File: config.mk
export PLATFORM = sky130hd
export DESIGN_NAME = regfile_sb
export DESIGN_NICKNAME = d
export VERILOG_FILES = /design/src/rtl/regfile_sb_pkg.sv /design/src/rtl/regfile_pend_cnt.sv /design/src/rtl/regfile_sb.sv
export SDC_FILE = /design/constraint.sdc
export NUM_CORES = 2
export LEC_CHECK = 0
export CAP_MARGIN = 5
export CORE_MARGIN = 2
export CORE_UTILIZATION = 35
export DETAILED_ROUTE_END_ITERATION = 8
export PLACE_DENSITY = 0.58
export SLEW_MARGIN = 0
export SYNTH_ARGS = -nofsm -noshare
export SYNTH_HDL_FRONTEND = slang
export SYNTH_SLANG_ARGS = --single-unit
File: constraint.sdc
create_clock -name clk -period 13.5 [get_ports clk]
set_input_delay 4.05 -clock clk [delete_from_list [all_inputs] [get_ports clk]]
set_output_delay 4.05 -clock clk [all_outputs]
set_load 0.005 [all_outputs]
File: src/rtl/regfile_sb_pkg.sv
// Shared definitions for the register file: address/bus widths, reset and enable levels.
// Imported by regfile_sb and regfile_pend_cnt.
package regfile_sb_pkg;

    localparam int REG_ADDR_W = 5;

    typedef logic [REG_ADDR_W-1:0] reg_addr_t;

    localparam reg_addr_t NOP_REG_ADDR = '0;
    localparam logic      RST_ENABLE   = 1'b1;
    localparam logic      WRITE_ENABLE = 1'b1;
    localparam logic      READ_ENABLE  = 1'b1;

    // Largest value a pending-write counter of the given width can hold.
    function automatic int pend_max(input int w);
        return (1 << w) - 1;
    endfunction

endpackage

File: src/rtl/regfile_pend_cnt.sv
// Saturating up/down pending-write counter for one architectural register.
// Latency: 1 cycle (cnt updates at posedge). Backpressure: is_max tells the issuer to stall.
// clr has priority over inc/dec; inc together with dec leaves cnt unchanged.
module regfile_pend_cnt
    import regfile_sb_pkg::*;
#(
    parameter int PEND_W = 3
) (
    input  logic              clk,
    input  logic              rst,
    input  logic              inc,
    input  logic              dec,
    input  logic              clr,
    output logic [PEND_W-1:0] cnt,
    output logic              is_max
);

    localparam logic [PEND_W-1:0] CNT_MAX = PEND_W'(pend_max(PEND_W));

    assign is_max = (cnt == CNT_MAX);

    always_ff @(posedge clk) begin
        if (rst == RST_ENABLE || clr) begin
            cnt <= '0;
        end else if (inc && !dec && !is_max) begin
            cnt <= cnt + 1'b1;
        end else if (dec && !inc && cnt != '0) begin
            cnt <= cnt - 1'b1;
        end
    end

endmodule

File: src/rtl/regfile_sb.sv
// RV32I register file with same-cycle write bypass, x0 hardwired zero, and per-register pending-write scoreboard.
// Latency: reads/bypass 0 cycles, writes 1 cycle. Backpressure: iss_full stalls ID when a counter saturates.
// Optional sticky scoreboard error checking is built when REGFILE_SB_CHECK_EN is defined.
module regfile_sb
    import regfile_sb_pkg::*;
#(
    parameter int REG_NUM = 32,
    parameter int DATA_W  = 32,
    parameter int PEND_W  = 3
) (
    input  logic              clk,
    input  logic              rst,
    input  logic              we,
    input  reg_addr_t         waddr,
    input  logic [DATA_W-1:0] wdata,
    input  logic              re1,
    input  reg_addr_t         raddr1,
    output logic [DATA_W-1:0] rdata1,
    output logic              busy1,
    input  logic              re2,
    input  reg_addr_t         raddr2,
    output logic [DATA_W-1:0] rdata2,
    output logic              busy2,
    input  logic              iss_valid,
    input  reg_addr_t         iss_wd,
    output logic              iss_full,
    input  logic              flush,
    output logic              sb_err
);

    logic [DATA_W-1:0] regs     [REG_NUM];
    logic [PEND_W-1:0] pend     [REG_NUM];
    logic [REG_NUM-1:0] pend_max_v;

    // Architectural state; x0 only ever sees the reset value.
    always_ff @(posedge clk) begin
        for (int i = 0; i < REG_NUM; i++) begin
            if (rst == RST_ENABLE) begin
                regs[i] <= '0;
            end else if (we == WRITE_ENABLE && i != 0 && waddr == REG_ADDR_W'(i)) begin
                regs[i] <= wdata;
            end
        end
    end

    assign iss_full = (rst != RST_ENABLE) && iss_valid && (iss_wd != NOP_REG_ADDR) && pend_max_v[iss_wd];

    for (genvar r = 0; r < REG_NUM; r++) begin : g_pend
        if (r == 0) begin : g_zero
            assign pend[r]       = '0;
            assign pend_max_v[r] = 1'b0;
        end else begin : g_cnt
            logic inc;
            logic dec;
            // A flush wins over any same-cycle issue or retire.
            assign inc = !flush && iss_valid && (iss_wd == REG_ADDR_W'(r)) && !iss_full;
            assign dec = !flush && we && (waddr == REG_ADDR_W'(r)) && (pend[r] != '0);

            regfile_pend_cnt #(.PEND_W(PEND_W)) u_cnt (
                .clk    (clk),
                .rst    (rst),
                .inc    (inc),
                .dec    (dec),
                .clr    (flush),
                .cnt    (pend[r]),
                .is_max (pend_max_v[r])
            );
        end
    end

    function automatic logic [DATA_W-1:0] read_sel(
        input logic              rst_i,
        input logic              re,
        input reg_addr_t         ra,
        input logic              we_i,
        input reg_addr_t         wa,
        input logic [DATA_W-1:0] wd,
        input logic [DATA_W-1:0] rv
    );
        if (rst_i == RST_ENABLE || re != READ_ENABLE || ra == NOP_REG_ADDR) return '0;
        if (we_i == WRITE_ENABLE && wa == ra) return wd;
        return rv;
    endfunction

    // The last outstanding writer retiring this cycle is served by the bypass, so it is not busy.
    function automatic logic busy_sel(
        input logic              rst_i,
        input logic              re,
        input reg_addr_t         ra,
        input logic              we_i,
        input reg_addr_t         wa,
        input logic [PEND_W-1:0] pc
    );
        return (rst_i != RST_ENABLE) && re && (ra != NOP_REG_ADDR) && (pc != '0)
               && !(we_i && (wa == ra) && (pc == PEND_W'(1)));
    endfunction

    assign rdata1 = read_sel(rst, re1, raddr1, we, waddr, wdata, regs[raddr1]);
    assign rdata2 = read_sel(rst, re2, raddr2, we, waddr, wdata, regs[raddr2]);
    assign busy1  = busy_sel(rst, re1, raddr1, we, waddr, pend[raddr1]);
    assign busy2  = busy_sel(rst, re2, raddr2, we, waddr, pend[raddr2]);

`ifdef REGFILE_SB_CHECK_EN
    always_ff @(posedge clk) begin
        if (rst == RST_ENABLE) begin
            sb_err <= 1'b0;
        end else if (!flush && ((we && waddr != NOP_REG_ADDR && pend[waddr] == '0)
                                || (iss_valid && iss_full))) begin
            sb_err <= 1'b1;
        end
    end
`else
    assign sb_err = 1'b0;
`endif

endmodule

# Word-level counts from Yosys, hierarchy flattened
# Memories as Yosys holds them, arrays and structs flattened.
# Index checks and enable logic that the tools add are counted.
word_totals:
  ram_bits: 1024
  n_memories: 1
  ff_bits: 93
  inputBits: 59
op_classes:
  mux: 210
  n_eq_ne: 97
  reduce_logical: 467
  add_sub_neg: 62
  magnitude_cmp: 3
  n_bitwise: 36
mem_list:
  columns: ["memory", "words", "width", "read_ports", "rd_clocked_by_memory_dff", "wr", "line_no", "text"]
  rows:
  - ["regs", 32, 32, 2, 0, 32, "regfile_sb.sv:31", "logic [DATA_W-1:0] regs [REG_NUM];"]
op_table:
  columns: ["operator", "n"]
  rows:
  - ["$mux W32", 39]
  - ["$logic_and A1 B1 Y1", 296]
  - ["$mux W3", 66]
  - ["$eq A5 B5 Y1 const B", 32]
  - ["$mux W1", 102]
  - ["$reduce_bool A3 Y1", 33]
  - ["$logic_not A1 Y1", 97]
  - ["$add A3 B1 Y3 const B", 31]
  - ["$eq A3 B3 Y1 const B", 31]
  - ["$sub A3 B1 Y3 const B", 31]
  - ["$eq A5 B4 Y1 const B", 16]
  - ["$reduce_bool A2 Y1", 31]
  - ["$eq A5 B3 Y1 const B", 8]
  - ["$or A1 B1 Y1", 31]
  - ["$bmux W3 S5", 2]
  - ["$eq A5 B2 Y1 const B", 4]
  - ["$reduce_bool A5 Y1", 3]
  - ["$ge A6 B6 Y1 const B", 2]
  - ["$not A5 Y6", 2]
  - ["$eq A5 B1 Y1 const B", 2]
  - ["$eq A5 B5 Y1", 2]
  - ["$logic_not A5 Y1", 2]
  - ["$eq A3 B1 Y1 const B", 2]
  - ["$lt A5 B6 Y1 const B", 1]
  - ["other kinds (3)", 9]

# Logic depth before layout (Yosys ltp)
depth:
  ltp_word: 11
  depth_mapped: 14
  mapped_depth_nobuf: 11

# Cells and area by module
# From an unflattened synthesis, not the netlist that was laid out.
unflattened:
  hier_cells: 4742
  area_unflattened_um2: 64051.4
modules_own_cells:
  columns: ["module", "cells_each", "area_per_inst_um2", "seq_area_each_um2", "n_inst"]
  rows:
  - ["regfile_sb", 3843, 55712.2, 29788.6, 1]
  - ["regfile_pend_cnt", 29, 269.0, 60.1, 31]

# Worst setup path after synthesis
# No wires, ideal clock.
synth_path:
  path_type: "input to output"
  from: "input port raddr2[0]"
  to: "output port rdata2[0]"
  cell_stages: 7
  path_buffers: 3
  arrival_ps: 6192
  path_slack_ps: 3258
  cell_sequence: "buf_2 > buf_1 > buf_2 > mux4_2 > mux4_2 > mux2i_1 > o21ai_0"
synth_between:
  elab_chain_cells: 6
synth_rtl:
  columns: ["item", "line_no", "text"]
  rows:
  - ["start, declared", "regfile_sb.sv:21", "input reg_addr_t raddr2,"]
  - ["parallel branches: the longest is 5 deep, another holds $mem_v2 Z32 W32", null, null]
  - ["$mux W32 *", "regfile_sb.sv:81", "if (we_i == WRITE_ENABLE && wa == ra) return wd;"]
  - ["end, declared", "regfile_sb.sv:22", "output logic [DATA_W-1:0] rdata2,"]
# Mark *: on every way between the ends. The select of a mux whose other input is x is not followed.

# Worst setup path after layout
layout_path:
  from: "input port waddr[1]"
  to: "output port rdata2[10]"
layout_between:
  elab_chain_cells: 6
layout_rtl:
  columns: ["item", "line_no", "text"]
  rows:
  - ["start, declared", "regfile_sb.sv:14", "input reg_addr_t waddr,"]
  - ["$eq A5 B5 Y1 *", "regfile_sb.sv:81", null]
  - ["$logic_and A1 B1 Y1 *", "regfile_sb.sv:81", null]
  - ["$mux W1 (2 in series)", "regfile_sb.sv:81", null]
  - ["$mux W32 *", "regfile_sb.sv:82", "return rv;"]
  - ["$mux W32 *", "regfile_sb.sv:81", null]
# Every way passes the cells marked *; elsewhere a longest branch is shown, timed or not. The select of a mux whose other input is x is not followed.

==> impl_metrics.sql <==
INSERT INTO impl_metrics (metric_group, metric, value, unit) VALUES
('outcome', 'outcome', 'finished, final reports clean', ''),
('clock_network', 'worstSkewPairLatency', '0.74', 'ns'),
('setup_path', 'worst-path-buf-inv', '3', ''),
('setup_path', 'criticalPathCategory', 'input pin to primary output', ''),
('synth', 'synth_warnings', '0', ''),
('clock_network', 'numCtsBuffers', '114', ''),
('floorplan', 'num_rows', '153', ''),
('setup_path', 'timing.critical_path.cells', 'clkdlybuf4s50_1 -> xnor2_1 -> and3_2 -> nand2b_2 -> buf_4 -> o21ai_0 -> clkdlybuf4s50_1', ''),
('sta', 'final-max-slew-violation-count', '0', ''),
('floorplan', 'die_area', '0.179', 'mm^2'),
('drt', 'avgRoutedWirePerCell', '34.0', 'um'),
('synth', 'synth.yosys.seq_area_share', '51.5', '%'),
('sta', 'final.min_clock_period', '12.59', 'ns'),
('global_routing', 'grt_pass1_wl', '316000', 'um'),
('setup_path', 'maximum_fanout_along_the_worst_path', '22', ''),
('synth', 'post_synth_num_cell_types', '74', ''),
('drt', 'met2WireLength', '103000', 'um'),
('setup_path', 'setup.worst_path.end_class', 'primary output', ''),
('drt', 'post-route-drc-count', '0', ''),
('power_and_ir_drop', 'power-per-cell-area', '118', 'mW/mm^2'),
('layout', 'drive_above_1_share', '24.4', '%'),
('layout', 'ff_latch_area', '0.0317', 'mm^2'),
('layout', 'finalNonFillerCells', '6697', ''),
('sta', 'finClkSkew', '0.0159', 'ns'),
('clock_network', 'tritoncts_clock_tree', 'done', ''),
('placed_design', 'place.detailed.hpwl', '123000', 'um'),
('global_routing', 'grt_max_degree', '93', ''),
('synth', 'syn_nets', '4431', ''),
('layout', 'area_delta_synth_final', '12.7', '%'),
('clock_network', 'clkTransAtPathRegs', '0.06', 'ns'),
('synth', 'postSynthRegisterBits', '1085', ''),
('drt', 'post_drt_via_cell_ratio', '6.22', ''),
('clock_network', 'cts_setup_buffers', '0', ''),
('floorplan', 'floorplan.die.width', '423', 'um'),
('job', 'maxCapViolations', '0', ''),
('global_routing', 'grt_total_usage', '25.1', '%'),
('placed_design', 'dp_cells', '6479', ''),
('clock_network', 'post_cts_resized', '0', ''),
('layout', 'multiInputGateArea', '0.0286', 'mm^2'),
('power_and_ir_drop', 'power_leakage', '22.8', 'nW'),
('sta', 'final_hold_viol_count', '0', ''),
('sta', 'grt_setup_unrepaired', 'false', ''),
('synth', 'post_syn_instances', '4341', ''),
('global_routing', 'antenna_found_initial', '21', ''),
('synth', 'syn-cell-area', '0.0614', 'mm^2'),
('sta', 'final_cycle_share', '93.3', '%'),
('setup_path', 'worst-endpoint-arrival', '8.54', 'ns'),
('setup_path', 'worst-endpoint-required', '9.45', 'ns'),
('setup_path', 'slowest_delay', '1.09', 'ns'),
('worst_hold_path', 'hold_class', 'register to register', ''),
('drt', 'drt-initial-drc-count', '6499', ''),
('clock_network', 'cts-root-to-sink-buffers', '3', ''),
('floorplan', 'die-height', '423', 'um'),
('sta', 'finalSetupViolations', '0', ''),
('drt', 'routed-wl-met3', '28000', 'um'),
('sta', 'fin_tns_setup', '0', 'ns'),
('floorplan', 'core-area', '0.174', 'mm^2'),
('placed_design', 'gp_congestion', '0.839', ''),
('drt', 'detailroute.via_count', '41700', ''),
('setup_path', 'timing.critical_path.from_type', 'input pin', ''),
('placed_design', 'pre_cts_ws', '1.01', 'ns'),
('clock_network', 'hold_buffers', '0', ''),
('setup_path', 'critPathSlowestCell', 'sky130_fd_sc_hd__o21ai_0', ''),
('layout', 'final.fill_count', '16000', ''),
('drt', 'antenna_left', '0', ''),
('setup_path', 'cp_common_cell', 'sky130_fd_sc_hd__clkdlybuf4s50_1', ''),
('synth', 'syn_avg_cell_area', '14.2', 'um^2'),
('layout', 'final_nets', '4360', ''),
('drt', 'maxUsedRoutingLayer', 'met5', ''),
('placed_design', 'portBuffers', '125', ''),
('sta', 'worstMarginPinSlew', '1.37', 'ns');
==> routing by layer <==
layer	GRT usage, %	vias up
met5	0	-
met4	9.95	2
met3	5.57	476
met2	38.3	2854
met1	34.9	21800
li1	-	16500
==> worst min-delay path, cell delays in order (launching register included) <==
cell,delay (ns)
sky130_fd_sc_hd__dfxtp_1,0.35
sky130_fd_sc_hd__nand4_1,0.09
sky130_fd_sc_hd__nand2b_1,0.05
==> Yosys cell counts, types with 20 or more instances <==
library cell	count	area (um^2)
sky130_fd_sc_hd__mux2i_1	105	1050
sky130_fd_sc_hd__buf_1	62	233
sky130_fd_sc_hd__and2_1	1000	6260
sky130_fd_sc_hd__nand2_1	124	465
sky130_fd_sc_hd__nor2_1	134	503
sky130_fd_sc_hd__mux4_2	601	13500
sky130_fd_sc_hd__or3_1	31	194
sky130_fd_sc_hd__nand3_1	145	726
sky130_fd_sc_hd__dfxtp_1	93	1860
sky130_fd_sc_hd__xor2_1	48	420
sky130_fd_sc_hd__edfxtp_1	992	29800
sky130_fd_sc_hd__nor3_1	53	265
sky130_fd_sc_hd__fa_1	31	621
sky130_fd_sc_hd__o21ai_0	143	716
sky130_fd_sc_hd__a22o_1	63	552
sky130_fd_sc_hd__nand2b_1	25	156
sky130_fd_sc_hd__buf_2	38	190
sky130_fd_sc_hd__mux2_2	66	743
sky130_fd_sc_hd__clkbuf_1	339	1270
sky130_fd_sc_hd__a21oi_1	20	100
==> worst paths after layout <==
path	startpoint	to	slack (ns)	cells past startpoint
worst max-delay path	waddr[1]	rdata2[10]	0.91	7
worst min-delay path	g_pend[16].g_cnt.u_cnt.cnt[2]	g_pend[16].g_cnt.u_cnt.cnt[2]	0.53	2
worst max register to register	g_pend[9].g_cnt.u_cnt.cnt[0]	g_pend[4].g_cnt.u_cnt.cnt[0]	10.38	8
worst min register to register	g_pend[16].g_cnt.u_cnt.cnt[2]	g_pend[16].g_cnt.u_cnt.cnt[2]	0.53	2
==> where the power goes <==
group / total, W / internal, W / switching, W
sequential: 0.00392 / 0.00384 / 0.0000844
combinational: 0.00106 / 0.000449 / 0.000611
clock: 0.00319 / 0.00174 / 0.00145
total: 0.00817 / 0.00603 / 0.00214
==> metrics by stage <==
stage,instance area (um^2),utilization [%],hold slack [ns],power (W)
global route,69200,39.7,0.555,0.00835
finish,69300,39.8,0.527,0.00817
global placement,65600,37.6,0.500,0.00502
CTS,69200,39.7,0.524,0.00817
detailed placement,65600,37.6,0.515,0.00504
floorplan,61400,-,0.478,0.00459
==> placed cells by master (no fill, tap or decap), types with 28 or more instances in the layout <==
| cell | instances |
|---|---|
| sky130_fd_sc_hd__fa_1 | 31 |
| sky130_fd_sc_hd__and2_1 | 1000 |
| sky130_fd_sc_hd__clkinv_1 | 28 |
| sky130_fd_sc_hd__mux4_2 | 601 |
| sky130_fd_sc_hd__dfxtp_1 | 93 |
| sky130_fd_sc_hd__nand3_1 | 145 |
| sky130_fd_sc_hd__clkbuf_16 | 116 |
| sky130_fd_sc_hd__nand2_1 | 118 |
| sky130_fd_sc_hd__nor3_1 | 52 |
| sky130_fd_sc_hd__mux2i_1 | 105 |
| sky130_fd_sc_hd__buf_4 | 123 |
| sky130_fd_sc_hd__clkdlybuf4s50_1 | 115 |
| sky130_fd_sc_hd__o21ai_0 | 119 |
| sky130_fd_sc_hd__or3_1 | 31 |
| sky130_fd_sc_hd__nor2_1 | 103 |
| sky130_fd_sc_hd__nor2_4 | 31 |
| sky130_fd_sc_hd__mux2_2 | 66 |
| sky130_fd_sc_hd__edfxtp_1 | 992 |
| sky130_fd_sc_hd__xor2_1 | 48 |
| sky130_fd_sc_hd__a22o_1 | 63 |
==> registers in the layout, indices dropped and copies added (netlist names) <==
register	flops
g_pend.g_cnt.u_cnt.cnt	93
regs	992
==> kinds of logic (layout without fill, tap and decap cells) <==
kind of cell,count (synthesis),after routing,synth area share [%]
and+or+nand+nor,1598,1598,15.0
DFF,1085,1085,51.5
muxes,772,772,25.0
buffers and inverters,455,477,2.89
AOI/OAI and AO/OA,339,339,3.76
xor gates and xnor gates,60,60,0.856
adders and majority gates,31,31,1.01
other,1,10,0.00610
==> cell type report <==
cell class	count	area share, %
timing repair buffer	256	3.44
tap	2325	4.20
inverter	12	0.0668
sequential	1085	45.7
clock buffer	139	4.36
antenna	9	0.0325
multi-input combinational	2801	41.3
clock inverter	70	0.921
Power figures use the tool's default switching activity.
